==> src/rtl/reaction_pkg.sv <==
// Shared types and constants for the reaction-time game controller.
package reaction_pkg;

    typedef enum logic [2:0] {
        ST_IDLE,
        ST_ARM,
        ST_TIMING,
        ST_DONE,
        ST_FAULT
    } state_e;

    typedef logic [3:0] bcd_t;

    localparam logic [15:0] LFSR_SEED = 16'hACE1;
    // Feedback taps 16,14,13,11 expressed as bit positions 15,13,12,10.
    localparam logic [15:0] LFSR_TAPS = 16'hB400;
    localparam bcd_t        DIGIT_MAX = 4'd9;

    function automatic logic [15:0] lfsr_next(input logic [15:0] s);
        return {s[14:0], ^(s & LFSR_TAPS)};
    endfunction

endpackage

==> src/rtl/reaction_timer_ctrl_bcd_digit.sv <==
// One decade (0..9) counter of the elapsed-ms BCD chain; carry fires on the 9 -> 0 step.
module bcd_digit
    import reaction_pkg::*;
(
    input  logic clk,
    input  logic rst_n,
    input  logic clr,
    input  logic inc,
    output bcd_t q,
    output logic carry
);

    // NOTE: clocked state uses non-blocking (<=) so every flop samples pre-edge values.
    always_ff @(posedge clk) begin
        if (!rst_n) begin
            q <= '0;
        end else if (clr) begin
            q <= '0;
        end else if (inc) begin
            q <= (q == DIGIT_MAX) ? bcd_t'(0) : q + bcd_t'(1);
        end
    end

    assign carry = inc & (q == DIGIT_MAX);

endmodule

==> src/rtl/reaction_timer_ctrl.sv <==
// Reaction-time game sequencer: hold-off, stimulus, BCD ms count, freeze of result.
// Optional REACTION_BEST_EN adds a best-result register and best_digits output.
module reaction_timer_ctrl
    import reaction_pkg::*;
#(
    parameter int unsigned TICK_DIV     = 50000,
    parameter logic [15:0] MIN_DELAY_MS = 16'd1000
) (
    input  logic        clk,
    input  logic        rst_n,
    input  logic        start_btn,
    input  logic        react_btn,
    output logic        stim_led,
    output logic [15:0] digits,
    output logic        digits_valid,
    output logic        false_start,
    output logic        overflow,
    output logic        busy
`ifdef REACTION_BEST_EN
    ,
    output logic [15:0] best_digits
`endif
);

    localparam int unsigned   PW         = (TICK_DIV > 1) ? $clog2(TICK_DIV) : 1;
    localparam logic [PW-1:0] PRESC_LAST = PW'(TICK_DIV - 1);

    state_e        state_q, state_d;
    logic [16:0]   delay_q, delay_d;
    logic [PW-1:0] presc_q;
    logic [15:0]   lfsr_q;
    logic          start_prev, react_prev, start_rise, react_rise;
    logic          overflow_q, ovf_set;
    logic          tick, enter_run, run_inc;
    logic          c0, c1, c2, c3;
    bcd_t          d0, d1, d2, d3;
    logic [15:0]   count;

    assign tick = (presc_q == PRESC_LAST);

    always_ff @(posedge clk) begin
        if (!rst_n) begin
            state_q    <= ST_IDLE;
            delay_q    <= '0;
            presc_q    <= '0;
            lfsr_q     <= LFSR_SEED;
            start_prev <= 1'b0;
            react_prev <= 1'b0;
            start_rise <= 1'b0;
            react_rise <= 1'b0;
            overflow_q <= 1'b0;
        end else begin
            state_q    <= state_d;
            delay_q    <= delay_d;
            lfsr_q     <= lfsr_next(lfsr_q);
            start_prev <= start_btn;
            react_prev <= react_btn;
            // Registered edge pulses give the one-cycle button-to-state latency.
            start_rise <= start_btn & ~start_prev;
            react_rise <= react_btn & ~react_prev;
            presc_q    <= (enter_run || tick) ? '0 : presc_q + PW'(1);
            if (ovf_set) begin
                overflow_q <= 1'b1;
            end else if (enter_run) begin
                overflow_q <= 1'b0;
            end
        end
    end

    // React on the same cycle as a tick wins: the tick is not counted.
    assign run_inc   = (state_q == ST_TIMING) && tick && !react_rise;
    assign enter_run = (state_d != state_q) && (state_d == ST_ARM || state_d == ST_TIMING);

    always_comb begin
        // NOTE: defaults first so no path leaves a variable unassigned (no latches).
        state_d = state_q;
        delay_d = delay_q;
        ovf_set = 1'b0;
        unique case (state_q)
            ST_IDLE, ST_DONE, ST_FAULT: begin
                if (start_rise) begin
                    state_d = ST_ARM;
                    delay_d = {1'b0, MIN_DELAY_MS} + {7'd0, lfsr_q[9:0]};
                end
            end
            ST_ARM: begin
                if (react_rise) begin
                    state_d = ST_FAULT;
                end else if (tick) begin
                    if (delay_q <= 17'd1) begin
                        state_d = ST_TIMING;
                    end else begin
                        delay_d = delay_q - 17'd1;
                    end
                end
            end
            ST_TIMING: begin
                if (react_rise) begin
                    state_d = ST_DONE;
                end else if (c3) begin
                    state_d = ST_DONE;
                    ovf_set = 1'b1;
                end
            end
            default: state_d = ST_IDLE;
        endcase
    end

    bcd_digit u_ones      (.clk(clk), .rst_n(rst_n), .clr(enter_run), .inc(run_inc), .q(d0), .carry(c0));
    bcd_digit u_tens      (.clk(clk), .rst_n(rst_n), .clr(enter_run), .inc(c0),      .q(d1), .carry(c1));
    bcd_digit u_hundreds  (.clk(clk), .rst_n(rst_n), .clr(enter_run), .inc(c1),      .q(d2), .carry(c2));
    bcd_digit u_thousands (.clk(clk), .rst_n(rst_n), .clr(enter_run), .inc(c2),      .q(d3), .carry(c3));

    assign count = {d3, d2, d1, d0};

    // A carry out of the thousands digit is the saturation event; the chain wraps
    // to 0000 on that edge, so the frozen display is forced to 9999 instead.
    assign digits       = overflow_q ? 16'h9999 : count;
    assign stim_led     = (state_q == ST_TIMING);
    assign digits_valid = (state_q == ST_DONE);
    assign false_start  = (state_q == ST_FAULT);
    assign overflow     = overflow_q;
    assign busy         = (state_q == ST_ARM) || (state_q == ST_TIMING);

`ifdef REACTION_BEST_EN
    logic best_chk_q;

    always_ff @(posedge clk) begin
        if (!rst_n) begin
            best_chk_q  <= 1'b0;
            best_digits <= 16'h9999;
        end else begin
            best_chk_q <= (state_d == ST_DONE) && (state_q != ST_DONE) && !ovf_set;
            // BCD digits order the same way as binary, so a plain compare suffices.
            if (best_chk_q && (count < best_digits)) begin
                best_digits <= count;
            end
        end
    end
`endif

endmodule

==> config.mk <==
export PLATFORM = sky130hd
export DESIGN_NAME = reaction_timer_ctrl
export DESIGN_NICKNAME = d
export VERILOG_FILES = /design/src/rtl/reaction_pkg.sv /design/src/rtl/reaction_timer_ctrl_bcd_digit.sv /design/src/rtl/reaction_timer_ctrl.sv
export SDC_FILE = /design/constraint.sdc
export NUM_CORES = 1
export LEC_CHECK = 0
export ABC_AREA = 1
export CAP_MARGIN = 20
export CORE_MARGIN = 1.5
export CORE_UTILIZATION = 59
export DETAILED_ROUTE_END_ITERATION = 8
export PLACE_DENSITY = 0.89
export SKIP_LAST_GASP = 1
export SLEW_MARGIN = 0
export SYNTH_ARGS = -nofsm -noshare
export SYNTH_HDL_FRONTEND = slang
export SYNTH_SLANG_ARGS = --single-unit
==> constraint.sdc <==
create_clock -name clk -period 2.1 [get_ports clk]
set_input_delay 0.315 -clock clk [delete_from_list [all_inputs] [get_ports clk]]
set_output_delay 0.315 -clock clk [all_outputs]
set_load 0.005 [all_outputs]
# --- Word level (Yosys, flattened, before mapping) ---
# Cells that the tools add are included.
classes:
  reduce_logical: 15
  order_cmp: 1
  mux: 22
  eq_ne: 16
  n_addsub: 7
  bitwise_logic: 9
ops:
  columns: ["op", "count"]
  rows:
  - ["$mux 17", 4]
  - ["$pmux 17 s2", 1]
  - ["$mux 3", 6]
  - ["$le 17x1->1 const B", 1]
  - ["$sub 17x1->17 const B", 1]
  - ["$add 16x1->16 const B", 1]
  - ["$add 4x1->4 const B", 4]
  - ["$eq 16x16->1 const B", 1]
  - ["$eq 4x4->1 const B", 4]
  - ["$mux 16", 1]
  - ["$mux 4", 4]
  - ["$reduce_xor 16->1", 1]
  - ["$add 10x10->11 const A", 1]
  - ["$eq 3x2->1 const B", 3]
  - ["$pmux 3 s3", 1]
  - ["$ne 2x2->1 const B", 4]
  - ["$and 1x1->1", 6]
  - ["$eq 3x1->1 const B", 2]
  - ["$mux 1", 5]
  - ["$reduce_and 5->1", 1]
  - ["$reduce_bool 2->1", 2]
  - ["$reduce_or 2->1", 2]
  - ["$eq 3x3->1 const B", 1]
  - ["$logic_and 1x1->1", 3]
  - ["other kinds (6)", 10]
word_totals:
  wordCells: 83
  ff_bits: 73
  input_bits: 4

# --- Logic depth before layout (Yosys ltp) ---
depth:
  word_depth: 15
  depth_mapped: 15

# --- Hierarchy ---
# From an unflattened synthesis, not the netlist that was laid out.
hier_totals:
  cells_unflattened: 600
  hier_area_um2: 3942.5
by_module_without_submodules:
  columns: ["module", "instances", "cells_each", "area_per_inst_um2"]
  rows:
  - ["reaction_timer_ctrl", 1, 484, 3171.8]
  - ["bcd_digit", 4, 29, 192.7]

# --- Worst setup path before layout ---
# OpenSTA, ideal clock, no wires.
synth_timing:
  path_kind: "flip-flop to flip-flop"
  from: "register presc_q[0]"
  to: "register presc_q[7]"
  setup_slack_ns: 0.252
  stages_incl_launch_ff: 14
  arrival_time_ns: 1.732
  path_buffers: 1
  setup_ns: 0.116
  period_less_slack_ns: 1.848
  path_cell_list: "dfxtp_1 ha_1 nand3_1 nor2_1 nand3_2 nor2_1 nand4_1 nand2_1 nand2_1 nand3_1 nand2_4 nand3_4 buf_8 nor2_1"
synth_between:
  elab_chain_cells: 15
synth_rtl:
  columns: ["element", "line", "rtl"]
  rows:
  - ["start: declaration", "reaction_timer_ctrl.sv:30", "logic [PW-1:0] presc_q;"]
  - ["start signal: assignment", "reaction_timer_ctrl.sv:61", "presc_q <= (enter_run || tick) ? '0 : presc_q + PW'(1);"]
  - ["$eq 16x16->1", "reaction_timer_ctrl.sv:39", "assign tick = (presc_q == PRESC_LAST);"]
  - ["$logic_and 1x1->1 (2 in series)", "reaction_timer_ctrl.sv:71", "assign run_inc = (state_q == ST_TIMING) && tick && !react_rise;"]
  - ["$and 1x1->1 (4 in series)", "reaction_timer_ctrl_bcd_digit.sv:24", "assign carry = inc & (q == DIGIT_MAX);"]
  - ["$mux 3", "reaction_timer_ctrl.sv:100", "end else if (c3) begin"]
  - ["$mux 3", "reaction_timer_ctrl.sv:98", "if (react_rise) begin"]
  - ["$pmux 3 s3", "reaction_timer_ctrl.sv:79", "unique case (state_q)"]
  - ["$eq 3x1->1 / $eq 3x2->1 (equally long branches)", "reaction_timer_ctrl.sv:72", "assign enter_run = (state_d != state_q) && (state_d == ST_ARM || state_d == ST_TIMING);"]
  - ["$logic_or 1x1->1", "reaction_timer_ctrl.sv:72", null]
  - ["$logic_and 1x1->1", "reaction_timer_ctrl.sv:72", null]
  - ["$logic_or 1x1->1", "reaction_timer_ctrl.sv:61", null]
  - ["$reduce_or 2->1 (no line)", null, null]
# Parallel ways exist; a longest one is shown, timed or not.
# A chain may end at the register's enable or synchronous reset.

# --- Worst setup path after layout ---
layout_timing:
  from: "register state_q[0]"
  to: "output port busy"
layout_between:
  elab_chain_cells: 2
layout_rtl:
  columns: ["element", "line", "rtl"]
  rows:
  - ["start: declaration", "reaction_timer_ctrl.sv:28", "state_e state_q, state_d;"]
  - ["start signal: assignment", "reaction_timer_ctrl.sv:53", "state_q <= state_d;"]
  - ["$eq 3x1->1 / $eq 3x2->1 (equally long branches)", "reaction_timer_ctrl.sv:123", "assign busy = (state_q == ST_ARM) || (state_q == ST_TIMING);"]
  - ["$logic_or 1x1->1 (*)", "reaction_timer_ctrl.sv:123", null]
  - ["end: declaration", "reaction_timer_ctrl.sv:18", "output logic busy"]
# Mark *: on every way between the ends. The rest lies on a longest branch, timed or not.

==> impl_metrics.toml <==
[status]
status = "finished clean"

[clocking]
cts_buffers = 9
cts_tree = "built"
clock-sinks = 73
post_cts_buffers = 0
clk_latency_ns = 0.35
clk_pin_slew_ns = 0.08
hold_buffers = 0
htree_levels = 3
clockBufferDepth = 2
cts-root-buf = "clkbuf_8"

[routing]
drt_iter0_drc = 200
drc = 0
num_vias = 3408
drtAntennaViolNets = 0
drtPass1Iterations = 5
viasPerCell = 5.28
avgRoutedWirePerCell_um = 12.5
wirelength_um = 8060

[floorplanning]
rows = 28
dieWidth_um = 82.4
design.die.area_sq_um = 6780
ios = 25
core_area_sq_um = 5990
initial_core_util_pct = 62.0
fp.dieH_um = 82.4

[placed_design]
placed_area_sq_um = 4040
dp_hpwl_um = 5720
gp_congestion = 0.917
numPortBuffers = 24

[yosys]
synth_flop_cell = "dfxtp_1"
synth_cell_types = 36
synth_compound_area_share_pct = 8.86
synthAdderAreaFrac_pct = 1.35
synth_edf_count = 0
syn-cell-area_sq_um = 3710
syn_avg_cell_area_sq_um = 6.94
yosysTopAreaCell = "dfxtp_1"
synth_area_leaders = "dfxtp_1, nor2_1, nand2_1, inv_1, xor2_1"
synth_top_cell_area_share_pct = 39.3
synthMuxAreaShare_pct = 0
synth.net_count = 543
synth_top_family_by_area = "simple AND/OR/NAND/NOR gates"
seq_area_frac_synth_pct = 39.3
ys_ff_latch = 73
ys_async_sr_fraction_pct = 0
ys_warn_count = 0
yosys.area_share.simple_pct = 32.9
syn_inst = 535
post_synth_xor_area_fraction_pct = 7.31

[finish]
synthToLayoutAreaGrowth_pct = 16.3
fin_util_pct = 72.1
drive_above_1_share_pct = 10.2
layout.nets = 574
final_cell_area_sq_um = 4320
diodes = 0

[min_path]
hp-class = "reg2reg"
hold_depth = 1

[timing]
hold_viol_final = 0
finalCritPeriodShare_pct = 96.0
tightestPinTransition_ns = 0.546
fmax_ghz = 0.496
slew_viol_final = 0
fin_worst_skew_ns = 0.0111
slew-limit-headroom_pct = 63.6
fin_crit_ns = 2.02
finalSetupViolCount = 0

[grt]
antenna_found_initial = 0
grt_use_total_pct = 25.1
grt_overflow = 0
grt_max_degree = 23
grt_pass1_wl_um = 13000
grt_pass1_vias = 3150

[power_and_ir_drop]
p_total_mw = 3.47
power.density_nw_per_um2 = 805
p_leak_nw = 1.87
ir_drop_uv = 634

[critical_path]
cp_max_fo = 9
ff2ff_path_depth = 12
startpoint_type = "register"
path_class = "reg2out"
crit_arrival_ns = 1.70
endpoint_kind = "output pin"
cp.required_ns = 1.78

[flow_run]
max_cap_viol_count = 0
==> cells in the final DEF (no fill, tap or decap), drive strengths merged, types with 4 or more instances in the layout <==
cell | netlist | routed
or2 | 9 | 9
dfxtp | 73 | 73
nor3 | 12 | 12
nand3 | 22 | 22
nor2 | 114 | 114
nor4 | 4 | 4
clkdlybuf4s50 | 0 | 24
nand4 | 9 | 9
xor2 | 26 | 26
ha | 4 | 4
a21oi | 24 | 24
inv | 84 | 84
nand2 | 97 | 97
buf | 6 | 7
clkbuf | 5 | 10
xnor2 | 5 | 5
o21ai | 27 | 27
==> state kept, by name, indices dropped and copies added, names as in the netlist <==
signal and flops:
delay_q 17, lfsr_q 16, presc_q 16, u_hundreds.q 4, u_ones.q 4, u_tens.q 4
u_thousands.q 4, state_q 3, overflow 1, react_prev 1, react_rise 1, start_prev 1
start_rise 1
==> logic make-up (layout without fill, tap and decap cells) <==
group | after synthesis | after routing
AOI/OAI and AO/OA | 61 | 61
xor gates and xnor gates | 31 | 31
DFF | 73 | 73
buffers and inverters | 95 | 130
adders and majority gates | 4 | 4
and+or+nand+nor | 271 | 271
==> per-layer routing <==
metal	share of wire [%]	GRT usage, %	up-vias
li1	-	-	1730
met2	50	44.6	93
met3	4.8	4.73	12
met4	1.8	12.2	0
met5	0	0	-
met1	44	28.6	1573
==> cell usage after synthesis, types with 2 or more instances <==
cell type / number
a211oi_1: 2
a21oi_1: 24
a31oi_1: 3
buf_2: 2
clkbuf_1: 5
dfxtp_1: 73
ha_1: 4
inv_1: 82
inv_2: 2
nand2_1: 94
nand2_4: 3
nand3_1: 17
nand3_2: 4
nand3b_1: 3
nand4_1: 8
nor2_1: 108
nor2_2: 4
nor2_4: 2
nor3_1: 12
nor4_1: 4
o211ai_1: 3
o21ai_0: 26
or2_2: 8
xnor2_1: 5
xor2_1: 26
==> power by group <==
group          switching [mW]  internal (mW)
Clock                   0.529          0.783
Sequential             0.0734           1.46
Combinational           0.399          0.229
Total                    1.00           2.47
==> path summary, 6_finish.rpt <==
kind,start,to,slack (ns)
setup / recovery,state_q[0],busy,0.08
hold / removal,start_prev,start_rise,0.39
setup reg to reg,presc_q[5],u_hundreds.q[1],0.13
hold reg to reg,start_prev,start_rise,0.39
==> critical path: stages, from the launching register on <==
cell and delay (ns):
dfxtp_2 0.36, inv_1 0.08, nor2_1 0.09, inv_1 0.08, nor2_4 0.12, inv_4 0.07
nand2_1 0.06, clkdlybuf4s50_1 0.49
==> final cells by class <==
class                           count  area (sq um)
Fill cell                         459          1670
Clock buffer                       10           128
Timing Repair Buffer               31           293
Sequential cell                    73          1470
Clock inverter                      5           105
Inverter                           84           323
Tap cell                           75          93.8
Multi-Input combinational cell    367          1910
==> repair_timing <==
action | CTS | global route
endpoints found under the setup margin | 3 | 45
gates resized for setup | 3 | 16
pin swaps | 0 | 0
==> through the flow <==
step | setup WS [ns] | cells | hold WS (ns) | setup TNS (ns)
CTS | 0.00185 | 645 | 0.393 | 0
floorplan | 0.252 | 535 | 0.368 | 0
finish | 0.0840 | 645 | 0.390 | 0
global route | -0.0480 | 645 | 0.412 | -0.175
global placement | 0.167 | 630 | 0.374 | 0
detailed placement | 0.0515 | 630 | 0.383 | 0
Note: power is estimated with default switching activity, not from simulation.
==> RTL change, RTL diff (same flow settings) <==
The parameter `TICK_DIV` goes from 50000 to 25000.
--- a/src/rtl/reaction_timer_ctrl.sv
+++ b/src/rtl/reaction_timer_ctrl.sv
@@ -4,5 +4,5 @@
     import reaction_pkg::*;
 #(
-    parameter int unsigned TICK_DIV     = 50000,
+    parameter int unsigned TICK_DIV     = 25000,
     parameter logic [15:0] MIN_DELAY_MS = 16'd1000
 ) (
Formal check against the unedited RTL: no difference found for any inputs over 10 cycles, from zero or initial values and one cycle with rst_n low; that may be too few to reach the edited logic, so the function may still have changed.
==> RTL change against the original RTL <==
  * Setup slack worse by 0.057 ns
  * Cell area is 1.3% higher
  * Sequential cell count is 1 lower
  * Wire length is 11% higher
  * Power is 4.5% lower
  * Sequential share of layout area is 0.96 points lower
  * Critical path type is now flip-flop to flip-flop
  * Synthesized cell count is 1.3% higher
  * Area after synthesis is 0.27% lower
==> RTL change: results (changes against the original RTL) <==
| Metric | Value |
|---|---|
| Placed inst area | `0.00403 sq mm (-0.22%)` |
| HPWL Detailed | `5.57 mm (-2.6%)` |
| Synthesized area per cell | `6.84 sq um (-1.6%)` |
| Ant diodes | `0 (unchanged)` |
| Yosys cell types | `39 (+8.3%)` |
| Worst IR Drop VDD | `0.000564 V (-11%)` |
| Slowest cell on the critical path | `dfxtp_1` |
| WL per Instance | `13.7 microns (+9.6%)` |
| Register Area | `0.00144 sq mm (-1.5%)` |
| Vias in the first global route | `3213 (+2.0%)` |
| Least-Margin Pin Slew | `0.512 ns (-0.0340 ns)` |
| Synth top cells by count | `nor2_1, nand2_1, inv_1` |
| Port Buffers | `24 (unchanged)` |
| Pre-CTS setup slack | `0.125 ns (+0.0730 ns)` |
| Reg clk slew, reported paths | `0.07 ns` |
| Max stage delay on crit path | `0.34 ns (-0.15 ns)` |
| Post-synthesis async set-or-reset flop share | `0 (unchanged)` |
| Layout Skew | `0.00889 ns (-0.00221 ns)` |
| Cts bufs inserted | `9 (unchanged)` |
| Total number of H-tree levels | `3 (unchanged)` |
| Initial antenna violation count | `0 (unchanged)` |
| HP Class | `flip-flop to flip-flop` |
| Root buffer selected by CTS | `clkbuf_8` |
| Vias per cell | `5.52 (+4.4%)` |
| Sequential area share after synthesis | `0.389 (-0.00434)` |
| Leak pwr | `1.97 nW (+5.5%)` |
| Placer Congestion | `0.888 (-3.2%)` |
| All-Layer GR Usage | `0.259 (+0.00781)` |
| DRT Pass-1 Iters | `5 (unchanged)` |
| Nets | `584 (+1.7%)` |
| First-pass GRT wire length | `13.4 mm (+3.3%)` |
| Fraction of layout cells with a size suffix above 1 | `0.112 (+0.0101)` |
| CP max FO | `8 (-1)` |
| Syn_nets | `550 (+1.3%)` |
| Filler cells | `418 (-8.9%)` |
| YS warnings | `0 (unchanged)` |
| Drt initial violations | `448 (+120%)` |
| Status | `finished clean` |
| Ranking of synthesized cells by area | `dfxtp_1, nor2_1, nand2_1` |
| CP Data Arrival Time | `2.31 ns (+0.61 ns)` |
| Placed cells | `637 (+1.1%)` |
| Largest regs | `delay_q x17, lfsr_q x16, presc_q x15` |
| Largest net degree at the start of global routing | `22 (-4.3%)` |
| Routed wire length | `8.98 mm (+11%)` |
RTL change: path summary, 6_finish.rpt:
| kind | from | end | slack (ns) | depth (start not counted) |
|---|---|---|---|---|
| max | state_q[2] | presc_q[3] | 0.03 | 12 |
| min | start_prev | start_rise | 0.39 | 1 |
| max reg2reg | state_q[2] | presc_q[3] | 0.03 | 12 |
| min reg2reg | start_prev | start_rise | 0.39 | 1 |
RTL change: power by group:
part | internal [mW] | switching (mW)
combinational | 0.180 | 0.319
sequential | 1.42 | 0.0452
clock | 0.822 | 0.533
total | 2.42 | 0.898
RTL change: metal layers:
metal  global-route usage  wire length, microns  up-vias
met2                0.428                  4350      170
li1                     -                     -     1753
met1                0.306                  3690     1658
met4                0.142                   292        0
met5                    0                     0        -
met3               0.0615                   656       39
RTL change: layout make-up:
class / count / area share
multi-input cells: 373 / 0.446
flip-flops and latches: 72 / 0.330
repair buffers: 33 / 0.0715
inverters: 87 / 0.0752
well taps: 75 / 0.0214
clock buffers: 11 / 0.0323
clock inverters: 5 / 0.0237
RTL change: cells by family after synthesis:
family | count (synthesis) | share of synthesized area
XOR/XNOR | 27 | 0.0638
flip-flops | 72 | 0.389
buffers and inverters | 98 | 0.106
adder cells (fa/ha/maj) | 4 | 0.0135
AND/OR/NAND/NOR | 275 | 0.330
AO/OA/AOI/OAI | 66 | 0.0983
RTL change: worst max-delay path, delay by kind of cell (launching register included):
family / cells / cell delay (ns)
simple gates: 11 / 1.50
flops: 1 / 0.34
buf+inv: 1 / 0.13
RTL change: repair_timing:
action	4_1_cts	5_1_grt
gates resized for setup	0	25
hold endpoints to repair	0	0
setup endpoints to repair	0	42
buffers inserted	0	1
hold buffers	0	0
